--- config.mk ---
export PLATFORM = sky130hd
export DESIGN_NAME = conv_window_reader
export DESIGN_NICKNAME = d
export VERILOG_FILES = /design/src/rtl/conv_pkg.sv /design/src/rtl/conv_mac.sv /design/src/rtl/conv_window_reader.sv
export SDC_FILE = /design/constraint.sdc
export NUM_CORES = 1
export LEC_CHECK = 0
export CAP_MARGIN = 20
export CORE_ASPECT_RATIO = 0.9
export CORE_MARGIN = 1
export CORE_UTILIZATION = 65
export CTS_CLUSTER_SIZE = 40
export DETAILED_ROUTE_END_ITERATION = 16
export DONT_BUFFER_PORTS = 1
export PLACE_DENSITY = 0.81
export REMOVE_ABC_BUFFERS = 1
export SLEW_MARGIN = 40
export SYNTH_ARGS = -nofsm -noshare
export SYNTH_HDL_FRONTEND = slang
export SYNTH_HIERARCHICAL = 1
export SYNTH_SLANG_ARGS = --single-unit
export TNS_END_PERCENT = 30
--- constraint.sdc ---
create_clock -name clk -period 15.45 [get_ports clk]
set_input_delay 2.3175 -clock clk [delete_from_list [all_inputs] [get_ports clk]]
set_output_delay 2.3175 -clock clk [all_outputs]
set_load 0.05 [all_outputs]
--- src/rtl/conv_pkg.sv ---
// Shared constants, FSM state type and window/tap to pixel index mapping for the
// sequential 4x4 * 3x3 convolution reader.
package conv_pkg;

  localparam int IN_DIM  = 4;
  localparam int K_DIM   = 3;
  localparam int OUT_DIM = 2;
  localparam int N_TAPS  = 9;
  localparam int DATA_W  = 8;
  localparam int ACC_W   = 20;

  typedef enum logic [1:0] {IDLE, MAC, OUT} state_t;

  // pos[1]/pos[0] are the window row/col origin; tr/tc walk the 3x3 taps.
  function automatic logic [3:0] pix_index(input logic [1:0] pos,
                                           input logic [1:0] tr,
                                           input logic [1:0] tc);
    int row;
    int col;
    row = int'(pos[1]) + int'(tr);
    col = int'(pos[0]) + int'(tc);
    return 4'(row * IN_DIM + col);
  endfunction

endpackage

--- src/rtl/conv_mac.sv ---
// Single unsigned multiply-accumulate: combinational product, registered accumulator.
// One add per enabled cycle; clear has priority over enable; no backpressure.
module conv_mac #(
  parameter int DATA_W = 8,
  parameter int ACC_W  = 20
) (
  input  logic              clk,
  input  logic              rst,
  input  logic              clr,
  input  logic              en,
  input  logic [DATA_W-1:0] a,
  input  logic [DATA_W-1:0] b,
  output logic [ACC_W-1:0]  acc
);

  logic [2*DATA_W-1:0] prod;

  assign prod = a * b;

  always_ff @(posedge clk or negedge rst) begin
    if (!rst) begin
      acc <= '0;
    end else if (clr) begin
      acc <= '0;
    end else if (en) begin
      acc <= acc + ACC_W'(prod);
    end
  end

endmodule

--- src/rtl/conv_window_reader.sv ---
// Snapshots the 4x4 input / 3x3 filter bank on start and emits the four 3x3 window sums.
// First result 10 cycles after start, then one per 11 cycles; results held under out_ready=0.
module conv_window_reader #(
  parameter int DATA_W = conv_pkg::DATA_W,
  parameter int ACC_W  = conv_pkg::ACC_W
) (
  input  logic                 clk,
  input  logic                 rst,
  input  logic                 start,
  input  logic [16*DATA_W-1:0] input_flat,
  input  logic [9*DATA_W-1:0]  filter_flat,
  output logic                 out_valid,
  input  logic                 out_ready,
  output logic [ACC_W-1:0]     out_data,
  output logic [1:0]           out_idx,
  output logic                 busy,
  output logic                 done
);

  import conv_pkg::*;

  state_t            state;
  logic [DATA_W-1:0] pix [IN_DIM*IN_DIM];
  logic [DATA_W-1:0] flt [N_TAPS];
  logic [1:0]        pos;
  logic [1:0]        tr;
  logic [1:0]        tc;
  logic [3:0]        tap;
  logic              prime;
  logic              accept;
  logic              mac_clr;
  logic              mac_en;
  logic [DATA_W-1:0] mac_a;
  logic [DATA_W-1:0] mac_b;

  assign accept  = (state == OUT) && out_ready;
  assign mac_clr = ((state == IDLE) && start) || accept;
  assign mac_en  = (state == MAC) && !prime;
  assign mac_a   = pix[pix_index(pos, tr, tc)];
  assign mac_b   = flt[tap];
  assign out_idx = pos;

  conv_mac #(.DATA_W(DATA_W), .ACC_W(ACC_W)) u_mac (
    .clk (clk),
    .rst (rst),
    .clr (mac_clr),
    .en  (mac_en),
    .a   (mac_a),
    .b   (mac_b),
    .acc (out_data)
  );

  always_ff @(posedge clk or negedge rst) begin
    if (!rst) begin
      state     <= IDLE;
      pos       <= '0;
      tr        <= '0;
      tc        <= '0;
      tap       <= '0;
      prime     <= 1'b0;
      out_valid <= 1'b0;
      busy      <= 1'b0;
      done      <= 1'b0;
      for (int i = 0; i < IN_DIM*IN_DIM; i++) pix[i] <= '0;
      for (int k = 0; k < N_TAPS; k++) flt[k] <= '0;
    end else begin
      done <= 1'b0;
      case (state)
        IDLE: begin
          if (start) begin
            for (int i = 0; i < IN_DIM*IN_DIM; i++) pix[i] <= input_flat[i*DATA_W +: DATA_W];
            for (int k = 0; k < N_TAPS; k++) flt[k] <= filter_flat[k*DATA_W +: DATA_W];
            pos   <= '0;
            tr    <= '0;
            tc    <= '0;
            tap   <= '0;
            prime <= 1'b0;
            busy  <= 1'b1;
            state <= MAC;
          end
        end
        MAC: begin
          // After an accept the first MAC cycle is a bubble, giving an 11-cycle window period.
          if (prime) begin
            prime <= 1'b0;
          end else begin
            tap <= tap + 4'd1;
            if (tc == 2'(K_DIM-1)) begin
              tc <= '0;
              tr <= tr + 2'd1;
            end else begin
              tc <= tc + 2'd1;
            end
            if (tap == 4'(N_TAPS-1)) begin
              out_valid <= 1'b1;
              state     <= OUT;
            end
          end
        end
        OUT: begin
          if (out_ready) begin
            out_valid <= 1'b0;
            if (pos == 2'(OUT_DIM*OUT_DIM-1)) begin
              busy  <= 1'b0;
              done  <= 1'b1;
              state <= IDLE;
            end else begin
              pos   <= pos + 2'd1;
              tr    <= '0;
              tc    <= '0;
              tap   <= '0;
              prime <= 1'b1;
              state <= MAC;
            end
          end
        end
        default: state <= IDLE;
      endcase
    end
  end

endmodule
-- Yosys cells after proc, flatten, opt, wreduce, memory -nomap -nowiden
Cells that the tools add are included.
Widths: inputs -> output; s select.
- output and inout port bits: 25
- bits in registers: 236
- bits of input ports: 204
- word-level logic and storage cells: 124
- bitwise logic cells: 2
- muxes and demuxes: 46
- reduce and logical (&&, ||, !) cells: 18
- $add $sub $neg: 8
- $mul: 1
- equal/unequal tests: 12
- magnitude comparators: 2
- operators with widths (cell ; number):
    $bmux 8 s4 ; 2
    $mux 20 ; 2
    $mux 8 ; 4
    $mux 2 ; 13
    $add 20x16->20 ; 1
    $reduce_and 4->1 ; 5
    $pmux 2 s3 ; 3
    $mul 8x8->16 ; 1
    $mux 4 ; 4
    $mux 1 ; 13
    $pmux 4 s3 ; 1
    $ge 5x5->1 const B ; 2
    $not 4->5 ; 2
    $ne 2x2->1 const B ; 4
    $add 2x1->2 const B ; 3
    $eq 2x2->1 const B ; 3
    $ne 2x1->1 const B ; 3
    $reduce_and 6->1 ; 1
    $reduce_bool 2->1 ; 3
    $reduce_and 5->1 ; 1
    $add 4x1->4 const B ; 1
    $add 4x3->4 ; 1
    $eq 4x4->1 const B ; 1
    $pmux 1 s2 ; 2
    other kinds (11) ; 13

-- Longest topological paths before layout
Gate-level depths: netlist of run 1.
- word-level depth: 10
- mapped depth: 24
- depth with buffers taken out: 21

-- Hierarchy
The synthesis of run 1 kept the hierarchy.
- modules (own cells, without submodules) (module ; cells each ; area each (sq um) ; times used ; sequential area each (sq um)):
    conv_window_reader ; 663 ; 10546.4 ; 1 ; 5405.2
    conv_mac ; 442 ; 3749.8 ; 1 ; 500.5

-- Worst setup path after synthesis of run 1
Ideal clock, no wire load.
- path kind: flip-flop to flip-flop
- from: register pos[0], in the netlist out_idx[0]
- to: register u_mac.acc[16]
- library setup time: 0.132 ns
- required time: 15.318 ns
- stages on the path, launching flop included: 22
- arrival: 6.331 ns
- slack: 8.988 ns
- period minus slack after synthesis: 6.462 ns
- path through: dfrtp_1 -> ha_1 -> ha_1 -> xor2_2 -> buf_6 -> mux4_2 -> mux2i_1 -> nand2_1 -> fa_1 -> inv_1 -> fa_1 -> inv_1 -> fa_1 -> fa_1 -> inv_1 -> ha_1 -> clkbuf_2 -> nor3_1 -> or3b_1 -> a211o_1 -> nand3_1 -> or3b_1
- longest elaborated chain between the ends: 10
- RTL lines (item ; RTL line ; source):
    from (decl) ; conv_window_reader.sv:25 ; logic [1:0] pos;
    from (signal assigned) ; conv_window_reader.sv:108 ; pos <= pos + 2'd1;
    $add 1x2->3 ; conv_pkg.sv:21 ; col = int'(pos[0]) + int'(tc);
    $add 4x3->4 ; conv_pkg.sv:22 ; return 4'(row * IN_DIM + col);
    $not 4->5 (not written as such) ; conv_window_reader.sv:39 ; assign mac_a = pix[pix_index(pos, tr, tc)];
    $bmux 8 s4 ; conv_window_reader.sv:39 ;
    $mux 8 (not written as such) (2 in series) ; conv_window_reader.sv:39 ;
    named net mac_a[4] ; conv_window_reader.sv:33 ; logic [DATA_W-1:0] mac_a;
    $mul 8x8->16 ; conv_mac.sv:18 ; assign prod = a * b;
    $add 20x16->20 ; conv_mac.sv:26 ; acc <= acc + ACC_W'(prod);
    $mux 20 ; conv_mac.sv:25 ; end else if (en) begin
    $mux 20 ; conv_mac.sv:23 ; end else if (clr) begin
    to (signal assigned) ; conv_mac.sv:26 ;
    to (decl) ; conv_mac.sv:13 ; output logic [ACC_W-1:0] acc
The timed path passes the listed nets, and every way through them passes these cells. The select of a mux whose other input is x is not followed.
A chain may end at the register's enable or synchronous reset.

-- Worst setup path in the final report of run 1
- from: register pos[0], in the netlist out_idx[0]
- to: register u_mac.acc[14]
Same word-level chain as after synthesis.

==> results.yml, run 1 <==
status:
  status: "complete, no violations"
grt:
  antenna_found_initial: 1
  grt_pass1_vias: 9109
  grt_overflow: 0
  grt_max_degree: 237
  grt_pass1_wl_um: 49000
  grt_usage_pct: 28.2
worst_setup_path:
  crit_chain: "ha_1 > ha_2 > buf_4 > mux2i_1 > mux4_2 > mux2i_1 > nand2_1 > fa_1 > inv_1 > fa_1 > inv_1 > fa_1 > fa_1 > inv_1 > ha_1 > a21oi_1 > o21ai_0 > a21o_1 > or3_1 > o311ai_0"
  r2r-end: "u_mac/acc[14]$_DFFE_PN0P_"
  cp-end-kind: "register"
  cp.depth: 20
  worst_path_most_repeated_cell: "fa_1"
  r2r_cells: 20
  crit_arrival_ns: 7.76
  critPathTopFamily: "adder cells"
  cp_max_fo: 48
  slowest_stage: "dfrtp_1"
  cp-start-kind: "register"
  required_ns: 15.86
  cpPeakStageDelay_ns: 0.63
  rr_startpoint: "out_idx[0]$_DFFE_PN0P_"
  rrSetupSlack_ns: 8.10
  path_class: "register to register"
  crit_buf_inv: 4
hold_path:
  hold_depth: 1
  hold_end: "flt[68]$_DFFE_PN0P_"
  hold_start: "flt[68]$_DFFE_PN0P_"
  hold_path_class: "register to register"
sta:
  post-route-period-util_pct: 47.6
  slew_violations: 0
  max_freq_mhz: 136
  finalHoldViolations: 0
  finalClockSkew_ns: 0.0121
  tightest_slew_ns: 0.831
  relSlewSlack_pct: 44.6
  fin_crit_ns: 7.35
  setup_tns_ns: 0
  rsz0062_at_grt: "false"
  setup_viol: 0
routing:
  routed_wl_um: 31000
  wl_per_cell_um: 22.2
  drt_iter0_markers: 543
  drc: 0
  dr.pass1.iters: 5
  ant_nets: 0
  vias: 8486
  viasPerCell: 6.07
floorplanning:
  die_y_um: 143
  die_x_um: 158
  rows: 51
  start_util_pct: 66.1
  ioPinCount: 229
  core_region_area_um2: 21600
  dieArea_um2: 22600
synth:
  synth_top_flop_cell: "dfrtp_1"
  synth_edf_count: 0
  synth.avg_cell_area_um2: 12.9
  ys_async_sr_fraction_pct: 100
  synth_warnings: 6
  syn-instance-count: 1105
  netlist-cell-type-count: 70
  syn_area_um2: 14300
  ys_seq_area_share_pct: 41.3
  synth-seq-cells: 236
clock_tree:
  tritoncts: "done"
  ctsHoldBuffers: 0
  postCtsResizedCells: 0
  root_buffer: "clkbuf_16"
  post_cts_buffers: 0
  cts_max_level: 1
  cts_buffers: 25
  clk_latency_ns: 0.53
  numClockSinks: 236
  cts_max_path_buffers: 3
  clkTransAtPathRegs_ns: 0.06
placement:
  io_buffers: 0
  post-dp-hpwl_um: 21900
  globalplace.congestion: 0.870
cells_and_area:
  seq_area_um2: 5910
  fin_nets: 1391
  area_delta_synth_final_pct: 6.55
  nFillCells: 1450
  drive_above_1_share_pct: 28.1
  multiInputGateArea_um2: 7620
  n_antenna_cell: 0
flow_run:
  max_cap_viol_count: 0
-- synthesized netlist by cell type (all sizes together), types with 5 or more instances --
master	count	area share, %
a211oi	7	0.37
a21o	10	0.53
a21oi	18	0.63
and2	32	1.4
buf	40	2.2
clkbuf	15	0.40
dfrtp	236	41
fa	50	7.0
ha	48	4.2
inv	113	3.0
mux2	216	20
mux2i	61	4.3
mux4	32	5.1
nand2	61	1.6
nand3	10	0.35
nor2	29	0.76
nor3	5	0.18
o211ai	11	0.67
o21a	6	0.32
o21ai	22	0.80
o221ai	8	0.49
xnor2	6	0.42
-- per-stage QoR --
stage	hold WS, ns	utilization (%)	cell area, um2	cells	worst slack [ns]
finish	0.499	70.4	15200	1397	8.10
global placement	0.472	66.5	14400	1353	8.28
global route	0.519	70.4	15200	1397	7.67
detailed placement	0.486	66.5	14400	1353	8.14
CTS	0.502	70.3	15200	1397	8.10
floorplan	0.460	-	13900	1050	6.21
-- worst max path at each step --
stage                                      endpoint                   start  slack [ns]
after floorplan                  tap[3]$_DFFE_PN0P_                   start        6.21
after global placement    u_mac/acc[14]$_DFFE_PN0P_  out_idx[0]$_DFFE_PN0P_        8.28
after detailed placement  u_mac/acc[18]$_DFFE_PN0P_  out_idx[0]$_DFFE_PN0P_        8.14
after CTS                 u_mac/acc[14]$_DFFE_PN0P_  out_idx[0]$_DFFE_PN0P_        8.10
after global routing      u_mac/acc[14]$_DFFE_PN0P_  out_idx[0]$_DFFE_PN0P_        7.67
final                     u_mac/acc[14]$_DFFE_PN0P_  out_idx[0]$_DFFE_PN0P_        8.10
-- final cells by class --
type                            count  share of cell area, %
Multi-Input combinational cell    700                   50.0
Sequential cell                   236                   38.8
Clock buffer                       38                   4.95
Inverter                          114                   2.81
Tap cell                          291                   2.39
Timing Repair Buffer               12                  0.641
Clock inverter                      6                  0.411
-- worst reg2reg max path, stage by stage, from the launching register on --
cell	delay, ns
dfrtp_1	0.63
ha_1	0.37
ha_2	0.33
buf_4	0.59
mux2i_1	0.23
mux4_2	0.49
mux2i_1	0.61
nand2_1	0.17
fa_1	0.54
inv_1	0.05
fa_1	0.53
inv_1	0.05
fa_1	0.50
fa_1	0.54
inv_1	0.04
ha_1	0.39
a21oi_1	0.33
o21ai_0	0.20
a21o_1	0.22
or3_1	0.34
o311ai_0	0.09
-- kinds of logic (layout without fill, tap and decap cells) --
kind of cell / Yosys count / in the layout / share of synthesized area (%)
adder cells (fa/ha/maj): 98 / 98 / 11.2
multiplexers: 309 / 309 / 29.5
AO/OA/AOI/OAI: 116 / 116 / 5.79
AND/OR/NAND/NOR: 170 / 170 / 6.06
flip-flops: 236 / 236 / 41.3
XOR/XNOR: 7 / 7 / 0.534
buffers and inverters: 169 / 170 / 5.60
-- cells in the final DEF (no fill, tap or decap), types with 25 or more instances in the layout --
cell,instances
inv_1,112
ha_1,47
mux2i_1,60
nand2_1,61
fa_1,50
nor2_1,29
and2_1,32
dfrtp_1,235
mux2_2,92
mux2_4,120
mux4_2,31
clkbuf_16,25
-- per-layer routing --
metal / vias up / track usage (%) / wire (um)
li1: 3851 / - / -
met1: 4317 / 37.8 / 12800
met2: 261 / 45.3 / 15000
met3: 57 / 7.80 / 2470
met4: 0 / 7.69 / 773
met5: - / 0 / 0
-- state kept, by name, indices dropped and copies added, names as in the netlist --
register,flops
pix,128
flt,72
u_mac/acc,20
tap,4
out_idx,2
state,2
tc,2
tr,2
busy,1
done,1
out_valid,1
prime,1
Power of run 1 is left out: the tool's default activity adds up to more than one toggle a clock period on the data nets, which glitch-free logic cannot reach.
==> run 2: changes to the inputs <==
- clock period: 15.45 -> 7.4 ns (I/O delays scaled with it)
==> results.yml, run 2 (synthesis gave the netlist of run 1 again) <==
grt:
  grt_pass1_wl_um: 48200
  grt_usage_pct: 27.6
  grt_pass1_vias: 8999
  grt_overflow: 0
  antenna_found_initial: 1
  grt_max_degree: 237
worst_setup_path:
  path_class: "register to register"
  required_ns: 7.81
  startpoint: "tc[0]$_DFFE_PN0P_"
  cp_max_fo: 20
  crit_arrival_ns: 7.21
  rr_startpoint: "tc[0]$_DFFE_PN0P_"
  cp-end-kind: "register"
  cp-start-kind: "register"
routing:
  routed_wl_um: 30400
  ant_nets: 0
  vias: 8500
  drt_iter0_markers: 470
  dr.pass1.iters: 5
  drc: 0
  viasPerCell: 6.02
  wl_per_cell_um: 21.5
sta:
  max_freq_mhz: 147
  rsz0062_at_grt: "false"
  fin_crit_ns: 6.79
  setup_tns_ns: 0
  relSlewSlack_pct: 43.8
  slew_violations: 0
  fin_ws_ns: 0.605
  finalHoldViolations: 0
  post-route-period-util_pct: 91.8
  holdWs_ns: 0.270
  tightest_slew_ns: 0.842
  setup_viol: 0
  finalClockSkew_ns: 0.0117
floorplanning:
  rows: 51
  ioPinCount: 229
  start_util_pct: 66.1
  die_y_um: 143
  dieArea_um2: 22600
  die_x_um: 158
  core_region_area_um2: 21600
clock_tree:
  numClockSinks: 236
  post_cts_buffers: 0
  clk_latency_ns: 0.54
  cts_buffers: 25
  cts_max_path_buffers: 3
  clkTransAtPathRegs_ns: 0.06
  cts_max_level: 1
  tritoncts: "done"
  postCtsResizedCells: 0
  ctsHoldBuffers: 0
  root_buffer: "clkbuf_16"
cells_and_area:
  stdcell_area_um2: 15400
  nFillCells: 1441
  multiInputGateArea_um2: 7610
  fin_nets: 1405
  final_common_cell: "dfrtp_1"
  area_delta_synth_final_pct: 7.71
  regMostFlops: "pix"
  drive_above_1_share_pct: 29.4
  final_cell_mix: "dfrtp_1 (235), mux2_4 (120), inv_1 (112), mux2_2 (92), nand2_1 (61)"
  largest_reg_flops: 128
  top_regs: "pix (128), flt (72), u_mac/acc (20)"
  seq_area_um2: 5910
  n_antenna_cell: 0
placement:
  io_buffers: 0
  dpl_worst_slack_ns: 0.503
  placed_cell_area_um2: 14500
  globalplace.congestion: 0.874
  post-dp-hpwl_um: 21800
status:
  status: "complete, no violations"
flow_run:
  max_cap_viol_count: 0
hold_path:
  hold_path_class: "primary input to async pin"
run 2: area by class of cell:
| class | instances | area share, % |
|---|---|---|
| inverters | 114 | 2.78 |
| clock buffers | 36 | 4.79 |
| flip-flops and latches | 236 | 38.4 |
| clock inverters | 10 | 0.804 |
| multi-input cells | 700 | 49.5 |
| repair buffers | 26 | 1.45 |
| well taps | 291 | 2.36 |
run 2: final timing paths:
kind	to	slack (ns)	cells after the start
min in group clk	flt[15]$_DFFE_PN0P_	0.50	1
worst min-delay path	flt[11]$_DFFE_PN0P_	0.27	0
worst max-delay path	u_mac/acc[14]$_DFFE_PN0P_	0.61	19
worst max register to register	u_mac/acc[14]$_DFFE_PN0P_	0.61	19
worst min register to register	flt[15]$_DFFE_PN0P_	0.50	1
max in group asynchronous	u_mac/acc[11]$_DFFE_PN0P_	6.66	0
run 2: per-layer routing:
| layer | vias to the layer above | wire length [um] | global-route usage [%] |
|---|---|---|---|
| met3 | 48 | 2270 | 7.13 |
| met2 | 241 | 14800 | 45.1 |
| met1 | 4321 | 12700 | 37.2 |
| li1 | 3890 | - | - |
| met4 | 0 | 654 | 6.63 |
| met5 | - | 0 | 0 |
run 2: through the flow:
stage,util (%),instances
after floorplan,-,1050
after global placement,67.1,1367
after detailed placement,67.1,1367
after CTS,71.1,1413
after global routing,71.2,1413
final,71.2,1413
run 2: critical path, cell delays in order, from the launching register on:
cell and delay, ns:
dfrtp_1 0.44, ha_1 0.23, ha_2 0.71, mux2i_1 0.15
mux4_2 0.47, mux2i_1 0.61, nand2_1 0.18, fa_1 0.56
inv_1 0.05, fa_1 0.53, inv_1 0.06, fa_1 0.51
fa_1 0.55, inv_1 0.04, ha_1 0.38, a21oi_1 0.31
o21ai_0 0.22, a21o_1 0.23, or3_1 0.33, o311ai_0 0.09
Power of run 2 is left out for the same reason.
